<file path="src/rtl/bp_fe_bp_update_queue.sv">
// In-order queue of outstanding gshare predictions; pops the head on resolve and issues a
// one-cycle training update. Optional saturating counters enabled by BP_FE_UPDQ_STATS_EN.
module bp_fe_bp_update_queue #(
  parameter int unsigned bht_idx_width_p = 8,
  parameter int unsigned els_p           = 8,
  parameter int unsigned stat_width_p    = 16
) (
  input  logic                         clk_i,
  input  logic                         reset_i,
  input  logic                         enq_v_i,
  input  logic [bht_idx_width_p-1:0]   enq_idx_i,
  input  logic                         enq_pred_i,
  output logic                         enq_ready_o,
  input  logic                         res_v_i,
  input  logic                         res_taken_i,
  input  logic                         flush_i,
  output logic                         w_v_o,
  output logic [bht_idx_width_p-1:0]   idx_w_o,
  output logic                         correct_o,
  output logic                         empty_o,
  output logic [$clog2(els_p):0]       count_o
`ifdef BP_FE_UPDQ_STATS_EN
  ,
  output logic [stat_width_p-1:0]      stat_total_o,
  output logic [stat_width_p-1:0]      stat_miss_o
`endif
);

  localparam int unsigned ptr_width_lp = $clog2(els_p);
  localparam int unsigned cnt_width_lp = ptr_width_lp + 1;

  logic [bht_idx_width_p-1:0] idx_mem  [els_p];
  logic                       pred_mem [els_p];

  logic [ptr_width_lp-1:0] wr_ptr_r, rd_ptr_r;
  logic [cnt_width_lp-1:0] count_r;
  logic                    enq_fire, res_fire;

  // Ready and empty come straight from registered occupancy
  assign enq_ready_o = (count_r != cnt_width_lp'(els_p));
  assign empty_o     = (count_r == '0);
  assign count_o     = count_r;

  assign enq_fire = enq_v_i & enq_ready_o & ~flush_i;
  assign res_fire = res_v_i & (count_r != '0);

  always_ff @(posedge clk_i) begin
    if (enq_fire) begin
      idx_mem[wr_ptr_r]  <= enq_idx_i;
      pred_mem[wr_ptr_r] <= enq_pred_i;
    end
  end

  // Flush squashes everything left after this cycle's pop
  always_ff @(posedge clk_i or posedge reset_i) begin
    if (reset_i) begin
      wr_ptr_r <= '0;
      rd_ptr_r <= '0;
      count_r  <= '0;
    end else if (flush_i) begin
      rd_ptr_r <= wr_ptr_r;
      count_r  <= '0;
    end else begin
      if (enq_fire) wr_ptr_r <= wr_ptr_r + ptr_width_lp'(1);
      if (res_fire) rd_ptr_r <= rd_ptr_r + ptr_width_lp'(1);
      count_r <= count_r + cnt_width_lp'(enq_fire) - cnt_width_lp'(res_fire);
    end
  end

  // Training update; index and direction hold between pulses
  always_ff @(posedge clk_i or posedge reset_i) begin
    if (reset_i) begin
      w_v_o     <= 1'b0;
      idx_w_o   <= '0;
      correct_o <= 1'b0;
    end else begin
      w_v_o <= res_fire;
      if (res_fire) begin
        idx_w_o   <= idx_mem[rd_ptr_r];
        correct_o <= (pred_mem[rd_ptr_r] == res_taken_i);
      end
    end
  end

`ifdef BP_FE_UPDQ_STATS_EN
  always_ff @(posedge clk_i or posedge reset_i) begin
    if (reset_i) begin
      stat_total_o <= '0;
      stat_miss_o  <= '0;
    end else if (w_v_o) begin
      if (stat_total_o != '1) stat_total_o <= stat_total_o + stat_width_p'(1);
      if (!correct_o && (stat_miss_o != '1)) stat_miss_o <= stat_miss_o + stat_width_p'(1);
    end
  end
`endif

endmodule

</file>
<file path="config.mk">
export PLATFORM = sky130hd
export DESIGN_NAME = bp_fe_bp_update_queue
export DESIGN_NICKNAME = d
export VERILOG_FILES = /design/src/rtl/bp_fe_bp_update_queue.sv
export SDC_FILE = /design/constraint.sdc
export NUM_CORES = 1
export LEC_CHECK = 0
export CORE_MARGIN = 2
export CORE_UTILIZATION = 61
export DETAILED_ROUTE_END_ITERATION = 7
export PLACE_DENSITY = 0.83
export SKIP_CTS_REPAIR_TIMING = 1
export SLEW_MARGIN = 5
export SYNTH_ARGS = -nofsm -noshare
export SYNTH_HDL_FRONTEND = slang
export SYNTH_SLANG_ARGS = --single-unit
</file>
<file path="constraint.sdc">
create_clock -name clk_i -period 6.4 [get_ports clk_i]
set_clock_uncertainty 0.15 [all_clocks]
set_input_delay 0.96 -clock clk_i [delete_from_list [all_inputs] [get_ports clk_i]]
set_output_delay 0.96 -clock clk_i [all_outputs]
set_load 0.005 [all_outputs]
</file>
# After elaboration in Yosys (flattened, before gate mapping)
# Memory sizes are Yosys's and may differ from the RTL's. A register that Yosys moved wholly into a read port is not among the register bits.
# Cells that the tools add are included.
[word_totals]
regBits = 12
latchBits = 0
mem_bits_rw = 72
rom_bits = 0
in_bits = 15
wordCells = 26
n_memories = 2
[classes]
add_sub_neg = 4
multipliers = 0
div = 0
order_cmp = 0
n_eq_ne = 2
shift = 0
n_mux = 5
bitwise_logic = 4
n_reduce_logical = 4
[mem_list]
columns = ["name", "words", "word_bits", "read_ports", "rd_clocked_by_memory_dff", "wr", "line", "rtl"]
rows = [
  ["idx_mem", 8, 8, 1, 1, 1, "32", "logic [bht_idx_width_p-1:0] idx_mem [els_p];"],
  ["pred_mem", 8, 1, 1, 0, 1, "33", "logic pred_mem [els_p];"],
]
[op_table]
columns = ["operator", "n"]
rows = [
  ["$add A3 B1 Y3 const B", 2],
  ["$mux W3", 2],
  ["$add A4 B1 Y4", 1],
  ["$logic_not A4 Y1", 1],
  ["$mux W4", 1],
  ["$ne A4 B4 Y1 const B", 1],
  ["$reduce_bool A4 Y1", 1],
  ["$sub A4 B1 Y4", 1],
  ["$and A1 B1 Y1", 3],
  ["$mux W1", 2],
  ["$reduce_and A2 Y1", 1],
  ["$reduce_bool A2 Y1", 1],
  ["$eq A1 B1 Y1", 1],
  ["$not A1 Y1", 1],
]

# Longest topological paths before layout
# Gate-level depths: netlist (run 1).
[depth]
ltp_word = 6
ltp_mapped = 13

# Least setup slack after synthesis (run 1)
# Ideal clock, no wire load.
[synth_path]
kind = "flip-flop to flip-flop"
from = "register count_r[2], in the netlist count_o[2]"
to = "register count_r[2], in the netlist count_o[2]"
arrival_time_ns = 2.470
t_required_ns = 6.120
setup_slack_ns = 3.650
stages_incl_launch_ff = 13
synth_period_minus_slack_ns = 2.750
cell_sequence = "dfrtp_1 > inv_1 > ha_1 > or3b_2 > nand2_1 > buf_2 > inv_1 > ha_1 > inv_1 > ha_1 > fa_1 > xnor2_1 > nor2_1"
[synth_between]
word_cells_on_any_way = 8
classes_between = "add/sub: 2; eq/ne: 1; mux: 1; bitwise: 3; reduce/logical: 1"
[synth_rtl]
columns = ["element", "line", "rtl"]
rows = [
  ["from (decl)", "36", "logic [cnt_width_lp-1:0] count_r;"],
  ["from (signal assigned)", "66", "count_r <= count_r + cnt_width_lp'(enq_fire) - cnt_width_lp'(res_fire);"],
  ["$reduce_bool A4 Y1", "45", "assign res_fire = res_v_i & (count_r != '0);"],
  ["$and A1 B1 Y1", "45", ""],
  ["net res_fire", "37", "logic enq_fire, res_fire;"],
  ["$sub A4 B1 Y4", "66", ""],
  ["$mux W4", "60", "end else if (flush_i) begin"],
]
# The timed path passes the listed nets, and every way through them passes these cells.
# A chain may end at the register's enable or synchronous reset.

# Worst setup path in the final report (run 1)
[layout_path]
from = "register count_r[2], in the netlist count_o[2]"
to = "output empty_o"
[layout_between]
elab_chain_len = 1
[layout_lines]
columns = ["element", "line", "rtl"]
rows = [
  ["$logic_not A4 Y1", "41", "assign empty_o = (count_r == '0);"],
  ["to (decl)", "20", "output logic empty_o,"],
]
# Every way passes these cells.

==> results of run 1 <==
layout make-up:
| cell class | count | area (um^2) | share of cell area (%) |
|---|---|---|---|
| inverter | 9 | 33.8 | 0.781 |
| clock inverter | 7 | 123 | 2.84 |
| multi-input combinational | 94 | 963 | 22.3 |
| timing repair buffer | 33 | 323 | 7.47 |
| clock buffer | 9 | 124 | 2.87 |
| tap | 75 | 93.8 | 2.17 |
| sequential | 92 | 2660 | 61.6 |
worst max-delay path, delay by kind of cell (launching register included):
| kind | cells | cell delay [ns] |
|---|---|---|
| adders and majority gates | 1 | 0.18 |
| buffers and inverters | 3 | 0.70 |
| DFF | 1 | 0.39 |
| and+or+nand+nor | 1 | 0.49 |
final timing paths:
path / from / to / slack [ns]
worst max-delay path: count_o[2]$_DFF_PP0_ / empty_o / 3.18
worst min-delay path: idx_w_o[2]$_DFFE_PP0P_ / idx_w_o[2]$_DFFE_PP0P_ / 0.34
worst max register to register: count_o[2]$_DFF_PP0_ / count_o[2]$_DFF_PP0_ / 3.19
worst min register to register: idx_w_o[2]$_DFFE_PP0P_ / idx_w_o[2]$_DFFE_PP0P_ / 0.34
max in group asynchronous: reset_i / wr_ptr_r[0]$_DFFE_PP0P_ / 4.77
min in group asynchronous: reset_i / idx_w_o[3]$_DFFE_PP0P_ / 0.87
cell families after synthesis:
kind of cell | synth area share, %
compound gates | 2.05
xor+xnor | 1.65
fa+ha+maj | 3.23
buf+inv | 2.49
flops | 71.6
mux | 14.6
simple gates | 4.37
registers in the layout, summed over array words and instances, names as in the netlist:
| name | count |
|---|---|
| w_v_o | 1 |
| idx_mem | 64 |
| pred_mem | 8 |
| wr_ptr_r | 3 |
| count_o | 4 |
| rd_ptr_r | 3 |
| idx_w_o | 8 |
| correct_o | 1 |
power by group:
group          internal [mW]  total, mW  switching, mW  leakage (nW)
logic                  0.304      0.535          0.231         0.543
clock network          0.262      0.466          0.204         0.116
registers              0.741      0.833         0.0922         0.898
total                   1.31       1.83          0.528          1.56
through the flow:
step | utilization [%] | setup slack [ns] | instances | power (mW)
detailed placement | 68.9 | 2.89 | 303 | 1.39
global route | 73.0 | 2.95 | 319 | 1.94
global placement | 68.9 | 3.00 | 303 | 1.36
CTS | 73.0 | 3.14 | 319 | 1.85
finish | 73.0 | 3.18 | 319 | 1.83
floorplan | - | 3.65 | 204 | 1.19
layout by cell type (no fill, tap or decap), types with 2 or more instances in the layout:
cell type        netlist  layout
mux2i_1               10      10
nor3_1                 2       2
dfrtp_1               20      20
ha_1                   8       8
edfxtp_1              72      72
inv_1                  9       9
nor2b_1                2       2
o21ai_0               11      11
clkinvlp_4             0       2
inv_6                  0       2
mux4_2                11      11
clkdlybuf4s50_1        0      30
xor2_1                 3       3
nor2_1                 8       8
bufinv_16              0       3
nand2b_1               3       3
clkbuf_8               0       9
xnor2_1                4       4
mux4_1                 7       7
buf_4                  1       3
nand2_1               16      16
cell usage after synthesis, drive strengths merged:
library cell / count
edfxtp: 72
dfrtp: 20
mux4: 18
nand2: 16
o21ai: 12
mux2i: 10
inv: 9
ha: 8
nor2: 8
buf: 7
xnor2: 4
nand2b: 3
xor2: 3
clkbuf: 2
nor2b: 2
nor3: 2
or3b: 2
a21o: 1
a21oi: 1
and3b: 1
fa: 1
mux2: 1
nand3: 1
metal layers:
layer | wire, um | GRT usage [%]
met5 | 0 | 0
met2 | 3090 | 32.1
met3 | 292 | 4.62
met1 | 2770 | 28.3
met4 | 135 | 10.7
==> reports/metrics.yaml, run 1 <==
p_per_area_nw_per_um2: 424
first_pass_iters: 4
crit_required_ns: 5.29
antenna_found_initial: 0
htree_num_levels: 3
overflow: 0
cpPeakStageDelay_ns: 0.52
drt-total-wl_mm: 6.29
path_common_cell: "inv_1"
start_util_pct: 62.8
syn_area_um2: 3720
cts_inserted_buffers: 9
drc_errors: 0
syn_avg_cell_area_um2: 18.2
crit_slowest_cell: "clkdlybuf4s50_1"
max-vdd-ir-drop_uv: 243
insertion_delay_ns: 0.36
wl_per_cell_um: 19.7
hold_slack_ns: 0.341
finalHoldViolCount: 0
dr_total_vias: 1862
first_iter_violations: 144
dp_hpwl_mm: 4.14
ys_ff_latch: 92
dieHeight_um: 82.1
leakagePower_nw: 1.56
cp-start-kind: "flop"
crit_path_max_fanout: 3
place.gp.congestion: 0.790
vias_per_cell: 5.84
antennaDiodeCount: 0
stdcell_area_um2: 4320
grt_max_degree: 22
dieArea_um2: 6740
cts.path.max_buffers: 2
worstPathCellList: "inv_1, ha_1, or3b_2, inv_1, clkdlybuf4s50_1"
synth.distinct_cells: 29
grt_pass1_wl_mm: 9.51
core_um2: 5920
rows: 28
yosysWarningCount: 0
cts_tree: "built"
ys_seq_area_share_pct: 71.6
dpl-instance-area_um2: 4080
synth_cells: 204
hp-class: "flop to flop"
nFillCells: 351
area_growth_pct: 16.3
grt.total_usage_pct: 20.9
netlist_top_cells_area: "edfxtp_1 (58%), dfrtp_1 (13%), mux4_2 (6.7%)"
fin_crit_ns: 3.22
final-setup-viol-count: 0
clk_pin_slew_ns: 0.08
ant_nets: 0
die_x_um: 82.1
maxCapViolCount: 0
drive_above_1_share_pct: 13.5
status: "complete, no violations"
worst_pin_slew_ns: 0.957
max_slew_margin_pct: 36.0
finalNetCount: 263
grt_pass1_vias: 1809
finalSetupTns_ns: 0
final_max_slew_viol_count: 0
cp-end-kind: "output port"
setup.worst_path.class: "flop to output port"
yosysTopAreaCell: "edfxtp_1"
worstPathArrival_ns: 2.11
fin_crit_sh_pct: 50.4
max_freq_ghz: 0.310
hold_depth: 2
synth_nets: 228
rsz0062_at_grt: "no"
clkSinkCount: 92
netlist.area_leader.share_pct: 58.1
io_buffers: 30
io_pins: 31
reg2reg_depth: 11
clockRootBuffer: "clkbuf_8"
(Power assumes the default switching activity.)
==> run 2, diff against run 1 <==
CORE_UTILIZATION = 51   (was 61)
PLACE_DENSITY = 0.74   (was 0.83)
clock period = 2.8 ns   (was 6.4 ns; I/O delays follow)
==> run 2 against run 1 <==
First-iteration DRC count shrank 15%. Design area grew 2.8%. Worst setup slack lost 3.0 ns. Non-clock buffer count grew 18. Global-route usage shrank 3.3 points. Combinational power grew 150%. Sequential power grew 120%. Clock power grew 90%.
==> reports/metrics.yaml, run 2 (synthesis gave the netlist of run 1 again) <==
regArea_um2: 2660  # unchanged
finalSetupTns_ns: 0  # unchanged
die_x_um: 89.4  # +8.9%
finalHoldViolCount: 0  # unchanged
nFillCells: 540  # +54%
rsz0062_at_grt: "no"
fin_crit_sh_pct: 93.2
clk_pin_slew_ns: 0.09  # about the same
largest_reg_flops: 64  # unchanged
cts.path.max_buffers: 2  # unchanged
status: "complete, no violations"
io_buffers: 30  # unchanged
rows: 31  # +11%
multiInputGateArea_um2: 963  # unchanged
antenna_found_initial: 0  # unchanged
cp-start-kind: "flop"
dp.cells: 345  # +14%
crit_path_max_fanout: 3  # unchanged
leakagePower_nw: 1.64  # +5.0%
area_growth_pct: 19.5
regMostFlops: "idx_mem"
fin_cells: 361  # +13%
cts_tree: "built"
vias_per_cell: 5.20  # -11%
max-vdd-ir-drop_uv: 407  # +68%
hp-class: "flop to flop"
p_per_area_nw_per_um2: 909  # +110%
max_slew_margin_pct: 49.4  # +13 points
layout_common_cells: "edfxtp_1 (72), clkdlybuf4s50_1 (30), buf_4 (21)"
worstPathArrival_ns: 2.71  # +0.60 ns
cts_inserted_buffers: 9  # unchanged
finalNetCount: 281  # +6.8%
insertion_delay_ns: 0.35  # about the same
reg_top3: "idx_mem: 64 flops, idx_w_o: 8 flops, pred_mem: 8 flops"
max_freq_ghz: 0.383
io_pins: 31  # unchanged
dieArea_um2: 7990  # +19%
final-setup-viol-count: 0  # unchanged
drive_above_1_share_pct: 19.1  # +5.6 points
cp-end-kind: "flop"
drt-total-wl_mm: 6.21  # -1.2%
overflow: 0  # unchanged
dieHeight_um: 89.4  # +8.9%
first_pass_iters: 4  # unchanged
first_iter_violations: 122  # -15%
drc_errors: 0  # unchanged
antennaDiodeCount: 0  # unchanged
final_common_cell: "edfxtp_1"
grt_pass1_vias: 1831  # +1.2%
crit_required_ns: 2.90  # -2.39 ns
dr_total_vias: 1876  # +0.75%
htree_num_levels: 3  # unchanged
grt.total_usage_pct: 17.6  # -3.3 points
dp_hpwl_mm: 4.20  # +1.4%
wl_per_cell_um: 17.2  # -13%
ant_nets: 0  # unchanged
core_um2: 7140  # +21%
worst_pin_slew_ns: 0.758  # -0.199 ns
post-route-util_pct: 62.3  # -11 points
final_max_slew_viol_count: 0  # unchanged
maxCapViolCount: 0  # unchanged
place.gp.congestion: 0.725  # -8.2%
grt_max_degree: 21  # -4.5%
fin_crit_ns: 2.61
start_util_pct: 52.1  # -11 points
clockRootBuffer: "clkbuf_8"
grt_pass1_wl_mm: 9.67  # +1.7%
setup.worst_path.class: "flop to flop"
clkSinkCount: 92  # unchanged
==> run 2: report_power, final <==
group / internal (mW) / switching (mW) / total, mW
combinational: 0.735 / 0.595 / 1.33
sequential: 1.69 / 0.132 / 1.82
clock: 0.441 / 0.445 / 0.886
==> run 2: final timing paths <==
kind	startpoint	to	slack, ns	cells after the start
max	count_o[2]$_DFF_PP0_	count_o[2]$_DFF_PP0_	0.19	11
min	idx_w_o[4]$_DFFE_PP0P_	idx_w_o[4]$_DFFE_PP0P_	0.33	2
max reg2reg	count_o[2]$_DFF_PP0_	count_o[2]$_DFF_PP0_	0.19	11
min reg2reg	idx_w_o[4]$_DFFE_PP0P_	idx_w_o[4]$_DFFE_PP0P_	0.33	2
max in group asynchronous	reset_i	correct_o$_DFFE_PP0P_	1.68	2
min in group asynchronous	reset_i	idx_w_o[7]$_DFFE_PP0P_	0.34	2
==> run 2: critical path, stage by stage, from the launching register on <==
cell and delay (ns):
dfrtp_1 0.39, inv_1 0.10, ha_1 0.14, or3b_2 0.46
nand2_1 0.10, inv_1 0.06, ha_1 0.27, inv_1 0.04
ha_1 0.20, fa_1 0.39, xnor2_1 0.17, nor2_1 0.05
==> run 2: layout make-up <==
type | instances | area share, %
flip-flops and latches | 92 | 59.9
well taps | 99 | 2.79
inverters | 9 | 0.760
repair buffers | 51 | 10.3
multi-input cells | 94 | 21.7
clock buffers | 11 | 3.18
clock inverters | 5 | 1.35
==> run 2: layer usage <==
metal,wire length (um),GRT usage [%],vias to the layer above,part of all wire (%)
met2,2990,26.7,41,48
met1,2800,23.5,937,45
li1,-,-,886,-
met5,0,0,-,0
met4,140,8.55,0,2.3
met3,281,4.99,12,4.5
==> run 2: stage by stage <==
stage / instance area [um^2] / setup slack, ns / hold slack [ns] / total power [mW]
global placement: 4240 / 0.230 / 0.310 / 3.18
CTS: 4440 / 0.181 / 0.340 / 4.10
finish: 4440 / 0.192 / 0.331 / 4.04
detailed placement: 4240 / 0.202 / 0.320 / 3.21
floorplan: 3720 / 0.0496 / 0.234 / 2.72
global route: 4440 / 0.0346 / 0.352 / 4.30
==> run 3, diff against run 2 <==
ABC_AREA = 1   (was default)
CORE_UTILIZATION = 52   (was 51)
PLACE_DENSITY = 0.79   (was 0.74)
==> run 3 against run 2 <==
Combinational power is 11% higher. Design area is 0.93% higher. Via count is 35% higher. Total power is 3.2% higher. Sequential cell count stayed put. Register-to-register slack better by 0.33 ns. Global-route usage is 2.1 points higher. Synthesized area is 4.3% higher. Final cell count is 32% higher. Clock power is 9.6% lower. First-iteration DRC count is 54% higher.
==> reports/metrics.yaml, run 3 <==
ys_seq_area_share_pct: 68.7  # -2.9 points
clk_pin_slew_ns: 0.09  # about the same
max-vdd-ir-drop_uv: 322  # -21%
largest_reg_flops: 64  # unchanged
io_buffers: 30  # unchanged
clockRootBuffer: "clkbuf_8"
finalNetCount: 395  # +41%
drt-total-wl_mm: 7.54  # +21%
hp-class: "primary input to async pin"
maxCapViolCount: 0  # unchanged
netlist_top_cells_area: "edfxtp_1 (56%), dfrtp_1 (13%), nor2_1 (5.8%)"
path_buf_inv: 3  # unchanged
die_x_um: 90.4  # +1.1%
max_slew_margin_pct: 39.4  # -10 points
syn_avg_cell_area_um2: 11.8  # -35%
stdcell_area_um2: 4480  # +0.93%
layout_common_cells: "edfxtp_1 (72), nor2_1 (60), nand2_1 (43)"
worst_pin_slew_ns: 0.909  # +0.151 ns
drc_errors: 0  # unchanged
rows: 31  # unchanged
ant_nets: 0  # unchanged
insertion_delay_ns: 0.36  # about the same
synth_nets: 352  # +54%
worstPathCellList: "inv_1, ha_1, inv_1, nor2_1, clkdlybuf4s50_1"
drive_above_1_share_pct: 9.84  # -9.2 points
cp-end-kind: "output port"
dp_hpwl_mm: 4.80  # +14%
synth.distinct_cells: 29  # unchanged
cts_tree: "built"
r2r_end: "count_o[2]$_DFF_PP0_"
fin_crit_sh_pct: 83.0  # -10 points
post-route-util_pct: 61.8  # -0.43 points
crit_path_max_fanout: 3  # unchanged
place.gp.congestion: 0.785  # +8.3%
grt_pass1_wl_mm: 12.0  # +25%
dr_total_vias: 2536  # +35%
antennaDiodeCount: 0  # unchanged
leakagePower_nw: 1.71  # +4.8%
fin_cells: 475  # +32%
cpPeakStageDelay_ns: 0.52  # +0.06 ns
crit_slowest_cell: "clkdlybuf4s50_1"
synth_common_cells: "edfxtp_1 (72), nor2_1 (60), nand2_1 (43)"
overflow: 0  # unchanged
finalHoldViolCount: 0  # unchanged
synth_edf_count: 72  # unchanged
dpl-instance-area_um2: 4310  # +1.6%
crit_required_ns: 2.23  # -0.67 ns
regMostFlops: "idx_mem"
final_max_slew_viol_count: 0  # unchanged
yosysWarningCount: 0  # unchanged
reg2reg_depth: 11  # unchanged
htree_num_levels: 3  # unchanged
max_freq_ghz: 0.430  # +12%
netlist.area_leader.share_pct: 55.8  # -2.4 points
r2r_start: "count_o[2]$_DFF_PP0_"
final-setup-viol-count: 0  # unchanged
p_per_area_nw_per_um2: 930  # +2.3%
yosys_most_used_dff: "edfxtp_1"
dieHeight_um: 90.4  # +1.1%
clkSinkCount: 92  # unchanged
status: "complete, no violations"
finalSetupTns_ns: 0  # unchanged
cts.path.max_buffers: 2  # unchanged
syn_area_um2: 3880  # +4.3%
path_common_cell: "inv_1"
core_um2: 7250  # +1.6%
first_iter_violations: 188  # +54%
vias_per_cell: 5.34  # +2.7%
start_util_pct: 53.5  # +1.4 points
first_pass_iters: 5  # +1
fin_crit_ns: 2.32  # -0.284 ns
reg_top3: "idx_mem: 64 flops, idx_w_o: 8 flops, pred_mem: 8 flops"
setup.worst_path.class: "flop to output port"
ys_ff_latch: 92  # unchanged
cp-start-kind: "flop"
antenna_found_initial: 0  # unchanged
wl_per_cell_um: 15.9  # -7.8%
dieArea_um2: 8160  # +2.2%
grt.total_usage_pct: 19.6  # +2.1 points
cts_inserted_buffers: 9  # unchanged
yosys.cell_count.top_type: "edfxtp_1"
yosysTopAreaCell: "edfxtp_1"
rrSetupSlack_ns: 0.52  # +0.33 ns
synth_cells: 328  # +61%
dp.cells: 459  # +33%
grt_pass1_vias: 2397  # +31%
final_common_cell: "edfxtp_1"
grt_max_degree: 38  # +81%
path_delay_family: "buffers and inverters"
io_pins: 31  # unchanged
area_growth_pct: 15.7
rsz0062_at_grt: "no"
worstPathArrival_ns: 1.75  # -0.96 ns
synthArstFlopShare_pct: 21.7  # unchanged
run 3: cell types whose count changed in the layout (fill, tap and decap cells not counted), moves of 11 or more:
cell      previous run  this run
inv_1                9        24
mux4_2              11         0
nand2_1             16        43
nand3_1              1        19
nor2_1               8        60
o211ai_1             0        16
o21ai_1              0        16
run 3: logic make-up after synthesis:
family / synth area share, %
buffers and inverters: 5.58
DFF: 68.7
and+or+nand+nor: 13.3
AOI/OAI and AO/OA: 8.87
xor gates and xnor gates: 0.452
adders and majority gates: 3.10
run 3: worst max path at each step:
stage	startpoint	depth (start not counted)	to
4_1_cts	count_o[2]$_DFF_PP0_	5	empty_o
2_1_floorplan	count_o[2]$_DFF_PP0_	12	count_o[2]$_DFF_PP0_
6_report	count_o[2]$_DFF_PP0_	5	empty_o
5_1_grt	count_o[2]$_DFF_PP0_	11	count_o[2]$_DFF_PP0_
3_5_place_dp	flush_i	9	count_o[2]$_DFF_PP0_
3_3_place_gp	flush_i	9	count_o[2]$_DFF_PP0_
run 3: worst reg2reg max path, stage by stage (launching register included):
cell     delay (ns)
dfrtp_1        0.38
inv_1          0.10
ha_1           0.15
inv_1          0.07
nor2_1         0.17
nor2_2         0.06
ha_1           0.27
inv_1          0.04
ha_1           0.19
fa_1           0.38
xnor2_1        0.16
nor2_1         0.05
run 3: power breakdown:
group          total (mW)  internal (mW)  switching (mW)
combinational        1.48          0.636           0.844
sequential           1.89           1.69           0.199
clock               0.801          0.332           0.469
run 3: through the flow:
step	total power, mW	hold slack (ns)	setup WS [ns]
after global routing	4.46	0.378	0.406
after global placement	3.34	0.313	0.357
after CTS	4.19	0.338	0.454
final	4.17	0.332	0.476
after floorplan	2.90	0.234	0.407
after detailed placement	3.40	0.315	0.308
run 3: cell type report:
type	count	area [um^2]
timing repair buffer	45	413
clock inverter	6	48.8
tap	99	124
multi-input combinational	195	998
clock buffer	10	128
fill	573	2770
inverter	28	110
sequential	92	2660
run 3: layer usage:
metal	track usage (%)	vias to the layer above	wire, um
met5	0	-	0
met4	9.74	0	180
met3	3.01	15	536
met2	33.1	101	3690
met1	25.0	1195	3130
li1	-	1225	-
